`config.mk`:
```
export PLATFORM = sky130hd
export DESIGN_NAME = fc_seq_ctrl
export DESIGN_NICKNAME = d
export VERILOG_FILES = /design/src/rtl/fc_pkg.sv /design/src/rtl/fc_seq_ctrl_vad_decide.sv /design/src/rtl/fc_seq_ctrl.sv
export SDC_FILE = /design/constraint.sdc
export NUM_CORES = 1
export LEC_CHECK = 0
export ABC_AREA = 1
export BUFFER_PORTS_ARGS = -buffer_cell sky130_fd_sc_hd__buf_2
export CAP_MARGIN = 0
export CORE_AREA = 2 2 69 78
export CTS_CLUSTER_SIZE = 12
export DETAILED_ROUTE_END_ITERATION = 7
export DIE_AREA = 0 0 71 80
export SLEW_MARGIN = 0
export SYNTH_ARGS = -nofsm -noshare
export SYNTH_HDL_FRONTEND = slang
export SYNTH_SLANG_ARGS = --single-unit
```
`constraint.sdc`:
```
create_clock -name clk -period 2 [get_ports clk]
set_input_delay 0.1 -clock clk [delete_from_list [all_inputs] [get_ports clk]]
set_output_delay 0.1 -clock clk [all_outputs]
set_load 0.01 [all_outputs]
```
`src/rtl/fc_pkg.sv`:
```
// Shared constants and state encoding for the fully-connected layer sequencer.
package fc_pkg;
    localparam int unsigned N_STEP = 36;
    localparam int unsigned N_LANE = 3;
    localparam int unsigned ACC_W  = 10;
    localparam int unsigned ADDR_W = 6;
    localparam int unsigned FEAT_W = 2 * N_LANE;

    typedef enum logic [2:0] {
        IDLE,
        CLR,
        RUN,
        FLUSH,
        SETTLE,
        OUT
    } fc_state_t;
endpackage

```
`src/rtl/fc_seq_ctrl_vad_decide.sv`:
```
// Combinational VAD score (acc1 - acc0, one guard bit) and strict threshold compare.
module vad_decide #(
    parameter int unsigned ACC_W  = fc_pkg::ACC_W,
    parameter int          THRESH = 0
) (
    input  logic signed [ACC_W-1:0] i_acc0,
    input  logic signed [ACC_W-1:0] i_acc1,
    output logic signed [ACC_W:0]   o_score,
    output logic                    o_vad_flag
);
    localparam logic signed [ACC_W:0] TH = (ACC_W+1)'(THRESH);

    assign o_score    = (ACC_W+1)'(i_acc1) - (ACC_W+1)'(i_acc0);
    assign o_vad_flag = (o_score > TH);
endmodule

```
`src/rtl/fc_seq_ctrl.sv`:
```
// Frame sequencer: clears the MAC, streams N_STEP feature words into it,
// then captures the VAD score/flag and offers it on a valid/ready port.
module fc_seq_ctrl #(
    parameter int unsigned N_STEP = fc_pkg::N_STEP,
    parameter int unsigned ADDR_W = fc_pkg::ADDR_W,
    parameter int unsigned ACC_W  = fc_pkg::ACC_W,
    parameter int          THRESH = 0
) (
    input  logic                         clk,
    input  logic                         rst,
    input  logic                         start,
    input  logic                         abort,
    output logic                         busy,
    output logic                         feat_rd_en,
    output logic [ADDR_W-1:0]            feat_addr,
    input  logic [fc_pkg::FEAT_W-1:0]    feat_data,
    output logic                         mac_clr,
    output logic                         mac_en,
    output logic [fc_pkg::FEAT_W-1:0]    mac_in,
    output logic [ADDR_W-1:0]            step_idx,
    input  logic signed [ACC_W-1:0]      acc0,
    input  logic signed [ACC_W-1:0]      acc1,
    output logic                         res_valid,
    input  logic                         res_ready,
    output logic signed [ACC_W:0]        score,
    output logic                         vad_flag
);
    import fc_pkg::*;

    fc_state_t               r_state;
    fc_state_t               w_state_nxt;
    logic [ADDR_W-1:0]       w_addr_nxt;
    logic                    w_capture;
    logic                    w_abort;
    logic                    w_last;
    logic signed [ACC_W:0]   w_score;
    logic                    w_vad_flag;

    logic                    r_busy;
    logic                    r_feat_rd_en;
    logic [ADDR_W-1:0]       r_feat_addr;
    logic                    r_mac_clr;
    logic                    r_mac_en;
    logic [ADDR_W-1:0]       r_step_idx;
    logic                    r_res_valid;
    logic signed [ACC_W:0]   r_score;
    logic                    r_vad_flag;

    assign w_abort = abort && (r_state != IDLE);
    assign w_last  = (r_feat_addr == ADDR_W'(N_STEP - 1));

    vad_decide #(
        .ACC_W  (ACC_W),
        .THRESH (THRESH)
    ) u_vad_decide (
        .i_acc0     (acc0),
        .i_acc1     (acc1),
        .o_score    (w_score),
        .o_vad_flag (w_vad_flag)
    );

    always_ff @(posedge clk or posedge rst) begin
        if (rst) begin
            r_state <= IDLE;
        end else begin
            r_state <= w_state_nxt;
        end
    end

    always_comb begin
        w_state_nxt = r_state;
        w_addr_nxt  = r_feat_addr;
        w_capture   = 1'b0;
        case (r_state)
            IDLE:   if (start) w_state_nxt = CLR;
            CLR: begin
                w_state_nxt = RUN;
                w_addr_nxt  = '0;
            end
            RUN: begin
                if (w_last) w_state_nxt = FLUSH;
                else        w_addr_nxt  = r_feat_addr + ADDR_W'(1);
            end
            FLUSH:  w_state_nxt = SETTLE;
            SETTLE: begin
                w_state_nxt = OUT;
                w_capture   = 1'b1;
            end
            OUT:    if (res_ready) w_state_nxt = IDLE;
            default: w_state_nxt = IDLE;
        endcase
        // Abort wins over every other transition and suppresses the capture.
        if (w_abort) begin
            w_state_nxt = IDLE;
            w_capture   = 1'b0;
        end
    end

    // Outputs registered from the next state; the read pipeline lags one cycle.
    always_ff @(posedge clk or posedge rst) begin
        if (rst) begin
            r_busy       <= 1'b0;
            r_feat_rd_en <= 1'b0;
            r_feat_addr  <= '0;
            r_mac_clr    <= 1'b0;
            r_mac_en     <= 1'b0;
            r_step_idx   <= '0;
            r_res_valid  <= 1'b0;
            r_score      <= '0;
            r_vad_flag   <= 1'b0;
        end else begin
            r_busy       <= (w_state_nxt != IDLE);
            r_feat_rd_en <= (w_state_nxt == RUN);
            r_feat_addr  <= w_addr_nxt;
            r_mac_clr    <= (w_state_nxt == CLR);
            r_mac_en     <= r_feat_rd_en && !w_abort;
            r_step_idx   <= r_feat_addr;
            r_res_valid  <= (w_state_nxt == OUT);
            if (w_capture) begin
                r_score    <= w_score;
                r_vad_flag <= w_vad_flag;
            end
        end
    end

    assign busy       = r_busy;
    assign feat_rd_en = r_feat_rd_en;
    assign feat_addr  = r_feat_addr;
    assign mac_clr    = r_mac_clr;
    assign mac_en     = r_mac_en;
    // Buffer read data arrives in the mac_en cycle; gate it so idle cycles read as zero.
    assign mac_in     = r_mac_en ? feat_data : '0;
    assign step_idx   = r_step_idx;
    assign res_valid  = r_res_valid;
    assign score      = r_score;
    assign vad_flag   = r_vad_flag;
endmodule

```
Yosys cells after proc, flatten, opt, wreduce, memory -nomap -nowiden
Cells that the tools add are included.
Widths: inputs -> output; s select.
Word-level totals
  bits in registers: 32
  input port bits: 31
  output and inout bits: 35
Operators by class
  equal/unequal tests: 10
  mux-type cells: 10
  add/subtract/negate cells: 2
  order comparisons: 1
  reduce and logical (&&, ||, !) cells: 8
Operators with widths (number)
  $pmux 3 s6: 1
  $mux 3: 4
  $mux 6: 2
  $pmux 6 s2: 1
  $gt 11x1->1 const B: 1
  $sub 10x10->11: 1
  $eq 3x2->1 const B: 3
  $eq 3x3->1 const B: 3
  $add 6x1->6 const B: 1
  $eq 3x1->1 const B: 2
  $eq 6x6->1 const B: 1
  $reduce_bool 3->1: 2
  $logic_not 3->1: 1
  $logic_and 1x1->1: 2
  $mux 1: 2
  $ne 2x2->1 const B: 1
  $reduce_and 2->1: 1
  $reduce_bool 2->1: 1
  $logic_not 1->1: 1

Longest topological paths before layout
Gate-level depths: netlist (run 1).
  word-level depth: 5
  depth in mapped cells: 15
  depth with buffers taken out: 15

Cells and area by module
Synthesis (run 1) repeated with hierarchy kept, for this count alone.
Unflattened totals
  cell total of the unflattened synthesis: 284
  area, all modules: 2044.5 um2
By module, submodules not included
  fc_seq_ctrl: times used 1, area each 1410.1 um2, cells an instance 155
  vad_decide: times used 1, area each 634.4 um2, cells an instance 129

Least setup slack after synthesis (run 1)
OpenSTA, ideal clock, no wires.
  path type: input to register
  start: input port acc1[0]
  end: register r_vad_flag (netlist: vad_flag)
  data arrival time: 1.429 ns
  slack: 0.452 ns
  cell stages on the path: 14
  path buffers: 0
  path through: inv_1 > ha_1 > inv_1 > fa_1 > inv_1 > nand2_1 > nor2_1 > nand3_1 > nor2_1 > nand2_1 > nor2_1 > nand3_1 > nand3_1 > nand2_1
Between the ends
  word-level cells in the longest chain between the ends: 2
RTL lines
  from (decl): line fc_seq_ctrl.sv:22  | input logic signed [ACC_W-1:0] acc1,
  $sub 10x10->11: line fc_seq_ctrl_vad_decide.sv:13  | assign o_score = (ACC_W+1)'(i_acc1) - (ACC_W+1)'(i_acc0);
  named net u_vad_decide.o_score[1]: line fc_seq_ctrl_vad_decide.sv:8  | output logic signed [ACC_W:0] o_score,
  $gt 11x1->1: line fc_seq_ctrl_vad_decide.sv:14  | assign o_vad_flag = (o_score > TH);
  to (signal assigned): line fc_seq_ctrl.sv:121  | r_vad_flag <= w_vad_flag;
  to (decl): line fc_seq_ctrl.sv:47  | logic r_vad_flag;
The timed path passes the listed nets, and every way through them passes these cells.
A chain may end at the register's enable or synchronous reset.

Worst setup path in the final report (run 1)
  start: register r_feat_addr[0] (netlist: feat_addr[0])
  end: register r_res_valid (netlist: res_valid)
Between the ends
  word-level cells in the longest chain between the ends: 5
RTL lines
  from (decl): line fc_seq_ctrl.sv:41  | logic [ADDR_W-1:0] r_feat_addr;
  from (signal assigned): line fc_seq_ctrl.sv:114  | r_feat_addr <= w_addr_nxt;
  $eq 6x6->1: line fc_seq_ctrl.sv:50  | assign w_last = (r_feat_addr == ADDR_W'(N_STEP - 1));
  $mux 3: line fc_seq_ctrl.sv:81  | if (w_last) w_state_nxt = FLUSH;
  $pmux 3 s6: line fc_seq_ctrl.sv:74  | case (r_state)
  $mux 3: line fc_seq_ctrl.sv:93  | if (w_abort) begin
  $eq 3x3->1: line fc_seq_ctrl.sv:118  | r_res_valid <= (w_state_nxt == OUT);
  to (signal assigned): line fc_seq_ctrl.sv:118
  to (decl): line fc_seq_ctrl.sv:45  | logic r_res_valid;
Every way passes these cells.

==> results.cfg, run 1 <==
[finish]
multi_input_area_um2 = 885
n_antenna_cell = 0
drive_above_1_share = 0.242
seq_area_um2 = 801
fillers = 490
layout.nets = 382
fin_cells = 397
area_delta_synth_final_pct = 26.2

[floorplanning]
fp.dieW_um = 71
dieHeight_um = 80
dieArea_um2 = 5680
floorplan.initialDensity = 0.388
num_rows = 27
core_um2 = 4900
ios = 66

[global_route]
grtUsageTotal = 0.146
grt_max_degree = 33
grt_pass1_wl_um = 6630
grt-ovfl-total = 0
first_global_vias = 1570
antenna_found_initial = 0

[yosys]
synth_most_common_cell = nand2_1
ys_top_cells_by_count = nand2_1 (83), inv_1 (52), dfrtp_1 (32)
ys_top_cells_by_area = dfrtp_1 (42%), nand2_1 (16%), inv_1 (10%)
avgSynthCellArea_um2 = 7.17
ys_warn_count = 0
syn_area_um2 = 1900
ys_async_sr_fraction = 1.00
ys.flop_type = dfrtp_1
syn_inst = 265
ys_types = 22
synth_nets = 308
synth_edf_count = 0
ys_seq_area_frac = 0.422
synth_seq_cells = 32
yosysTopAreaCell = dfrtp_1
synth_top_area_share = 0.422

[pwr]
power.share.sequential = 0.411
vdd_drop_max_uv = 359
pwr-share-clk = 0.179
switching_share = 0.394
pwr_density_cell_nw_per_um2 = 1040
p_int_mw = 1.52
p_sw_mw = 0.986
p_comb_frac = 0.411
leakage_nw = 1.48

[setup_path]
critPathArrivalTime_ns = 1.88
crit_fanout = 6
crit_start = feat_addr[0]$_DFFE_PP0P_
critical_path_class = register to register
critPathRequiredTime_ns = 2.20
r2r_start = feat_addr[0]$_DFFE_PP0P_
end_kind = register
max_stage_delay_ns = 0.43
path_cells = ha_1, inv_1, nor4_1, inv_1, o211ai_1, nand2_1, nor3_2
reg2reg_depth = 7
crit_slowest_cell = dfrtp_1
worst_path_most_repeated_cell = inv_1
start_kind = register

[placement]
hpwl_um = 3270
port_buffers = 65
place_congestion = 0.835
dp.cells = 389

[cts]
holdBufCountCts = 1
cts_tree = built
cts_setup_buffers = 0
cts_buffers = 5
cts_root_buf = clkbuf_8
ctsResizeCount = 0
cts_buffer_depth = 2
cts.clk_slew.worst_paths_ns = 0.06
cts_num_sinks = 32
clk_latency_ns = 0.28
htreeDepth = 2

[timing]
fmax_ghz = 0.595
slew_viol_final = 0
hold_violations = 0
grt_setup_unrepaired = no
post-route-period-util = 0.841
tightest_slew_ns = 0.391
skew_ns = 0.00472
fin_tns_setup_ns = 0
slew_headroom = 0.739
setup_violations = 0
finalCriticalPeriod_ns = 1.68

[routing]
routed_via_density = 4.55
drt-pass1-iter-count = 5
wire_per_inst_um = 10.1
first_iter_violations = 73
vias = 1807
wl_um = 4000
drcViolationCount = 0
ant_nets = 0

[worst_hold_path]
hold_depth = 3
min-delay-start = start
holdCritPathClass = input pin to register

[flow_run]
drv_cap = 0

[status]
outcome = complete, no violations
-- cell type report --
class,count,share of cell area
Inverter,56,0.0877
Sequential cell,32,0.334
Tap cell,58,0.0303
Clock inverter,1,0.00209
Timing Repair Buffer,68,0.146
Clock buffer,6,0.0303
Multi-Input combinational cell,176,0.369
-- per-layer routing --
metal  vias up  wire [um]  track usage
met3         5        224       0.0328
met1       778       1830        0.177
li1        966          -            -
met2        58       1890        0.255
met5         -          0            0
met4         0         53       0.0509
-- logic make-up after synthesis --
family                   synth area share
AO/OA/AOI/OAI                      0.0652
adder cells (fa/ha/maj)            0.0830
buffers and inverters               0.113
AND/OR/NAND/NOR                     0.318
flip-flops                          0.422
-- flip-flops by register name (all words and copies together), names as in the netlist --
signal / cells
feat_rd_en: 1
busy: 1
vad_flag: 1
mac_en: 1
step_idx: 6
r_state: 3
score: 11
res_valid: 1
feat_addr: 6
mac_clr: 1
-- through the flow --
step | hold WS [ns] | total power, mW | setup slack, ns | util | cell area, um^2
global placement | 0.198 | 2.07 | 0.255 | 0.471 | 2310
detailed placement | 0.199 | 2.08 | 0.205 | 0.471 | 2310
global route | 0.0715 | 2.73 | 0.0455 | 0.489 | 2400
CTS | 0.0402 | 2.54 | 0.314 | 0.489 | 2400
finish | 0.0419 | 2.50 | 0.318 | 0.489 | 2400
floorplan | 0.216 | 1.69 | 0.452 | - | 1900
-- critical path, delay by kind of cell, from the launching register on --
| kind | cells | cell delay, ns |
|---|---|---|
| simple gates | 3 | 0.57 |
| flops | 1 | 0.43 |
| compound gates | 1 | 0.25 |
| buf+inv | 2 | 0.19 |
| fa+ha+maj | 1 | 0.17 |
-- worst paths after layout --
check	endpoint	slack, ns
min in group asynchronous	score[0]$_DFFE_PP0P_	0.43
setup / recovery	res_valid$_DFF_PP0_	0.32
max in group asynchronous	step_idx[5]$_DFF_PP0_	1.28
hold reg to reg	step_idx[5]$_DFF_PP0_	0.43
setup reg to reg	res_valid$_DFF_PP0_	0.32
hold / removal	mac_clr$_DFF_PP0_	0.04
-- power by group through the flow --
stage	Clock, mW	Combinational (mW)	Sequential (mW)
after detailed placement	0	1.04	1.04
after CTS	0.465	1.04	1.04
after global placement	0	1.03	1.04
after global routing	0.491	1.18	1.06
final	0.447	1.03	1.03
after floorplan	0	0.559	1.13
-- placed cells by master, fill, tap and decap left out --
master	instances
o21bai_1	1
clkbuf_1	1
inv_2	3
dfrtp_1	32
nand4_1	1
nand3b_1	2
a21oi_1	6
clkinv_1	1
nand2_2	2
nor2_1	27
o21ai_0	8
buf_2	65
ha_1	11
a31oi_1	5
nor4_1	1
dlygate4sd3_1	1
buf_4	2
inv_1	52
nand3_1	20
nor3_1	2
fa_1	1
nor3_2	4
clkbuf_8	5
o211ai_1	1
nand2_1	83
clkinv_2	1
a21boi_1	1
Note: power is estimated with default switching activity, not from simulation.
==> inputs of run 2 (changes only) <==
ABC_AREA = 0   (was 1)
CORE_AREA = 2 2 67 76   (was 2 2 69 78)
DIE_AREA = 0 0 69 78   (was 0 0 71 80)
PLACE_DENSITY = 0.68   (was unset)
clock period = 1.35 ns   (was 2 ns; I/O delays follow)
==> run 2 against run 1 <==
Net effect: the run now ends with setup timing left; critical path type unchanged; wire length is 28% higher; clock skew is 0.0030 ns higher; largest power group is now combinational logic; combinational power is 140% higher; synthesized cell count is 28% lower.
==> results.cfg, run 2 <==
[status]
violations = setup timing
outcome = complete, but fails checks

[cts]
cts_buffers = 5
cts_buffer_depth = 2
cts.clk_slew.worst_paths_ns = 0.07
cts_num_sinks = 32
cts_tree = built
cts_root_buf = clkbuf_8
htreeDepth = 2
clk_latency_ns = 0.28

[placement]
place_congestion = 0.838
port_buffers = 65
hpwl_um = 3350
dp.cells = 342

[timing]
post-route-period-util = 1.38
grt_setup_unrepaired = yes
finalCriticalPeriod_ns = 1.86
fmax_ghz = 0.537
fin_hold_ws_ns = 0.0752
setup_violations = 20
skew_ns = 0.00774
hold_violations = 0
slew_viol_final = 0
tightest_slew_ns = 0.410
slew_headroom = 0.727
setup_ws_ns = -0.514

[pwr]
power.share.sequential = 0.315
p_comb_frac = 0.521
p_int_mw = 2.94
leakage_nw = 1.53
p_total_mw = 4.70
pwr_density_cell_nw_per_um2 = 1600
vdd_drop_max_uv = 732
p_sw_mw = 1.76
pwr-share-clk = 0.163
switching_share = 0.374

[setup_path]
crit_fanout = 2
critPathRequiredTime_ns = 1.57
r2r_end = busy$_DFF_PP0_
rrSetupSlack_ns = -0.51
crit_start = feat_addr[1]$_DFFE_PP0P_
endpoint = busy$_DFF_PP0_
critPathArrivalTime_ns = 2.09
end_kind = register
reg2reg_depth = 6
r2r_start = feat_addr[1]$_DFFE_PP0P_
critical_path_class = register to register
start_kind = register

[yosys]
syn_inst = 192
synth_seq_cells = 32
synth_most_common_cell = dfrtp_1
ys_top_cells_by_count = dfrtp_1 (32), nand2_1 (19), inv_1 (14)
ys_top_cells_by_area = dfrtp_1 (45%), ha_1 (7.7%), nand2_1 (4.0%)
ys.flop_type = dfrtp_1
yosysTopAreaCell = dfrtp_1
avgSynthCellArea_um2 = 9.34
ys_seq_area_frac = 0.447
synth_nets = 235
ys_types = 43
syn_area_um2 = 1790
synth_top_area_share = 0.447
synth_edf_count = 0
ys_warn_count = 0
ys_async_sr_fraction = 1.00

[finish]
final_cell_mix = buf_2 (64), buf_4 (43), dfrtp_1 (30)
final_common_cell = buf_2
n_antenna_cell = 0
drive_above_1_share = 0.546
seq_area_um2 = 803
layout.nets = 355
fillers = 356
fin_cells = 369
area_delta_synth_final_pct = 64.0
multi_input_area_um2 = 1100
largest_reg_flops = 11

[floorplanning]
floorplan.initialDensity = 0.394
fp.dieW_um = 69
dieArea_um2 = 5380
num_rows = 26
core_um2 = 4550
dieHeight_um = 78
ios = 66

[global_route]
grtUsageMet3 = 0.0351
globalRoute.busiestLayer = met2
use_met2 = 0.313
grt_pass1_wl_um = 8150
first_global_vias = 1761
antenna_found_initial = 0
use_met1 = 0.230
grt_max_degree = 33
grtUsageTotal = 0.183
grt-ovfl-total = 0

[routing]
drcViolationCount = 0
wire_per_inst_um = 13.8
routed_via_density = 4.99
wl_um = 5110
vias = 1840
drt-pass1-iter-count = 4
ant_nets = 0
first_iter_violations = 86

[flow_run]
drv_cap = 0

[worst_hold_path]
holdCritPathClass = input pin to register
run 2: through the flow:
step	area, um^2	setup WS [ns]	setup TNS, ns	utilization
after floorplan	1830	-0.510	-4.53	-
after global placement	2460	-0.416	-3.67	0.541
after detailed placement	2460	-0.509	-4.13	0.541
after CTS	2700	-0.470	-2.61	0.593
after global routing	2940	-0.549	-4.66	0.646
final	2940	-0.514	-3.42	0.646
run 2: kinds of logic (layout without fill, tap and decap cells):
family / count (synthesis) / in the layout / synth area share
and+or+nand+nor: 68 / 68 / 0.199
AOI/OAI and AO/OA: 45 / 45 / 0.157
DFF: 32 / 32 / 0.447
buffers and inverters: 23 / 144 / 0.0481
adders and majority gates: 12 / 12 / 0.0879
xor gates and xnor gates: 10 / 10 / 0.0489
muxes: 2 / 2 / 0.0126
run 2: power groups by stage:
stage | sequential, mW | combinational (mW) | clock (mW)
final | 1.48 | 2.45 | 0.768
after global routing | 1.52 | 2.63 | 0.828
after CTS | 1.47 | 2.03 | 0.779
after detailed placement | 1.47 | 1.85 | 0
after global placement | 1.46 | 1.82 | 0
after floorplan | 1.60 | 0.916 | 0
run 2: how the worst min path moves through the flow:
stage	startpoint	end	slack [ns]	cells past startpoint
after global placement	rst	res_valid$_DFF_PP0_	0.17	3
after detailed placement	rst	mac_en$_DFF_PP0_	0.18	3
after global routing	start	mac_clr$_DFF_PP0_	0.07	2
after CTS	start	mac_clr$_DFF_PP0_	0.07	2
after floorplan	abort	feat_rd_en$_DFF_PP0_	0.13	1
final	start	mac_clr$_DFF_PP0_	0.08	2
run 2: worst max-delay path, stage by stage (launching register included):
cell and delay, ns:
dfrtp_2 0.39, ha_4 0.16, nand2b_4 0.06, or4b_4 0.49, or4_4 0.42, a21oi_2 0.15, or3_1 0.13
run 2: cell type report:
cell class              instances  share of cell area
multi-input cells             137               0.375
clock buffers                   6              0.0281
well taps                      56              0.0238
flip-flops and latches         32               0.273
inverters                      16              0.0230
repair buffers                120               0.274
clock inverters                 2             0.00340
run 2: repair_timing:
item | CTS | global route
buffers inserted | 6 | 15
endpoints found under the setup margin | 12 | 22
gates resized for setup | 21 | 38
hold endpoints to repair | 32 | 0
hold buffers | 1 | 0
pin swaps | 15 | 28
run 2: metal layers:
metal,routed length [um],share of wire,up-vias
met5,0,0,-
met4,72,0.014,0
met3,271,0.053,7
met2,2620,0.51,63
met1,2140,0.42,857
li1,-,-,913
==> inputs of run 3 (changes only) <==
CORE_AREA = 2 2 61 77   (was 2 2 67 76)
DIE_AREA = 0 0 63 79   (was 0 0 69 78)
PLACE_DENSITY = 0.73   (was 0.68)
==> run 3 against run 2 <==
Net effect: sequential power about the same; critical path depth unchanged; clock-buffer cell count increased by 2; final cell count decreased by 3.3%; via count decreased by 3.8%; largest power group unchanged; the run still ends with setup timing left; core utilization increased by 0.50 points; first-iteration DRC count increased by 1.2%.
==> results.cfg, run 3 (synthesis gave the netlist of run 2 again) <==
[floorplanning]
fp.dieW_um = 63
floorplan.initialDensity = 0.418
dieArea_um2 = 4980
num_rows = 27
ios = 66
dieHeight_um = 79
core_um2 = 4290

[cts]
htreeDepth = 2
clk_latency_ns = 0.28
cts_num_sinks = 32
cts_root_buf = clkbuf_8
cts.clk_slew.worst_paths_ns = 0.06
cts_buffer_depth = 2
cts_buffers = 5
cts_tree = built

[routing]
first_iter_violations = 87
wire_per_inst_um = 13.1
drcViolationCount = 0
routed_via_density = 4.96
drt-pass1-iter-count = 4
ant_nets = 0
wl_um = 4680
vias = 1770

[status]
outcome = complete, but fails checks
violations = setup timing

[finish]
fillers = 363
largest_reg_flops = 11
drive_above_1_share = 0.515
final_cell_mix = buf_2 (64), dfrtp_1 (30), buf_4 (30)
layout.nets = 341
n_antenna_cell = 0
final_common_cell = buf_2
area_delta_synth_final_pct = 55.7
fin_cells = 357

[setup_path]
r2r_start = feat_addr[1]$_DFFE_PP0P_
max_stage_delay_ns = 0.48
endpoint = busy$_DFF_PP0_
critical-path-top-delay-family = simple AND/OR/NAND/NOR gates
end_kind = register
r2r_end = busy$_DFF_PP0_
start_kind = register
critPathRequiredTime_ns = 1.57
path_depth = 6
path_cells = ha_4, nand2b_4, or4b_4, or4_4, a21oi_4, or3_1
crit_fanout = 2
critPathArrivalTime_ns = 2.02
critical_path_class = register to register
cp_num_buf_inv = 0
rrSetupSlack_ns = -0.45
crit_start = feat_addr[1]$_DFFE_PP0P_
crit_slowest_cell = or4b_4
reg2reg_depth = 6

[placement]
place_congestion = 0.845
port_buffers = 65
hpwl_um = 3440
place_ws_ns = -0.479
dp.cells = 341

[timing]
tightest_slew_ns = 0.413
setup_ws_ns = -0.449
finalCriticalPeriod_ns = 1.80
setup_violations = 17
post-route-period-util = 1.33
grt_setup_unrepaired = yes
skew_ns = 0.00240
slew_headroom = 0.725
hold_violations = 0
fmax_ghz = 0.556
slew_viol_final = 0

[global_route]
grt_max_degree = 33
grtUsageTotal = 0.191
first_global_vias = 1706
grt-ovfl-total = 0
antenna_found_initial = 0
grt_pass1_wl_um = 7530

[flow_run]
drv_cap = 0

[pwr]
leakage_nw = 1.44
p_total_mw = 4.36
pwr_density_cell_nw_per_um2 = 1560
vdd_drop_max_uv = 995

[worst_hold_path]
holdCritPathClass = input pin to register
min-delay-start = start
## run 3: cell count changes in the layout (fill, tap and decap cells not counted), moves of 2 or more
cell / before / now
nand2_1: 12 / 10
clkinv_2: 2 / 0
buf_4: 43 / 30
inv_2: 1 / 3
o21ai_1: 7 / 9
o21ai_2: 5 / 3
inv_4: 3 / 1
clkbuf_1: 0 / 2
nand2_2: 6 / 9
## run 3: repair_timing
item | CTS | global route
setup endpoints to repair | 13 | 21
buffers inserted | 4 | 4
hold endpoints to repair | 32 | 0
hold buffers | 1 | 0
pin swaps | 14 | 15
gates resized for setup | 20 | 29
## run 3: area by class of cell
cell class              instances  area (um^2)  area share
multi-input cells             137         1070       0.384
clock buffers                   8         90.1      0.0323
inverters                      16         62.6      0.0224
flip-flops and latches         32          803       0.288
repair buffers                106          691       0.247
well taps                      58         72.6      0.0260
## run 3: stage by stage
stage | hold WS [ns] | utilization | instance area [um^2] | setup TNS [ns]
2_1_floorplan | 0.134 | - | 1830 | -4.53
3_3_place_gp | 0.165 | 0.570 | 2440 | -3.81
3_5_place_dp | 0.171 | 0.570 | 2440 | -4.19
4_1_cts | 0.0585 | 0.618 | 2650 | -2.54
5_1_grt | 0.0743 | 0.651 | 2790 | -3.88
6_report | 0.0690 | 0.651 | 2790 | -2.90
## run 3: routing by layer
layer  GRT usage  up-vias  part of all wire
li1            -      876                 -
met1       0.214      828              0.39
met2       0.344       54              0.54
met3      0.0397       12             0.044
met4      0.0911        0             0.024
met5           0        -                 0
## run 3: where the power goes
group / total [mW] / switching (mW) / internal [mW]
clock: 0.732 / 0.317 / 0.415
combinational: 2.15 / 1.07 / 1.08
sequential: 1.47 / 0.194 / 1.28
## run 3: worst min-delay path by stage
| stage | end | slack (ns) | cells after the start |
|---|---|---|---|
| after detailed placement | score[0]$_DFFE_PP0P_ | 0.17 | 3 |
| final | mac_clr$_DFF_PP0_ | 0.07 | 2 |
| after CTS | mac_clr$_DFF_PP0_ | 0.06 | 2 |
| after floorplan | feat_rd_en$_DFF_PP0_ | 0.13 | 1 |
| after global routing | mac_clr$_DFF_PP0_ | 0.07 | 2 |
| after global placement | step_idx[4]$_DFF_PP0_ | 0.16 | 3 |
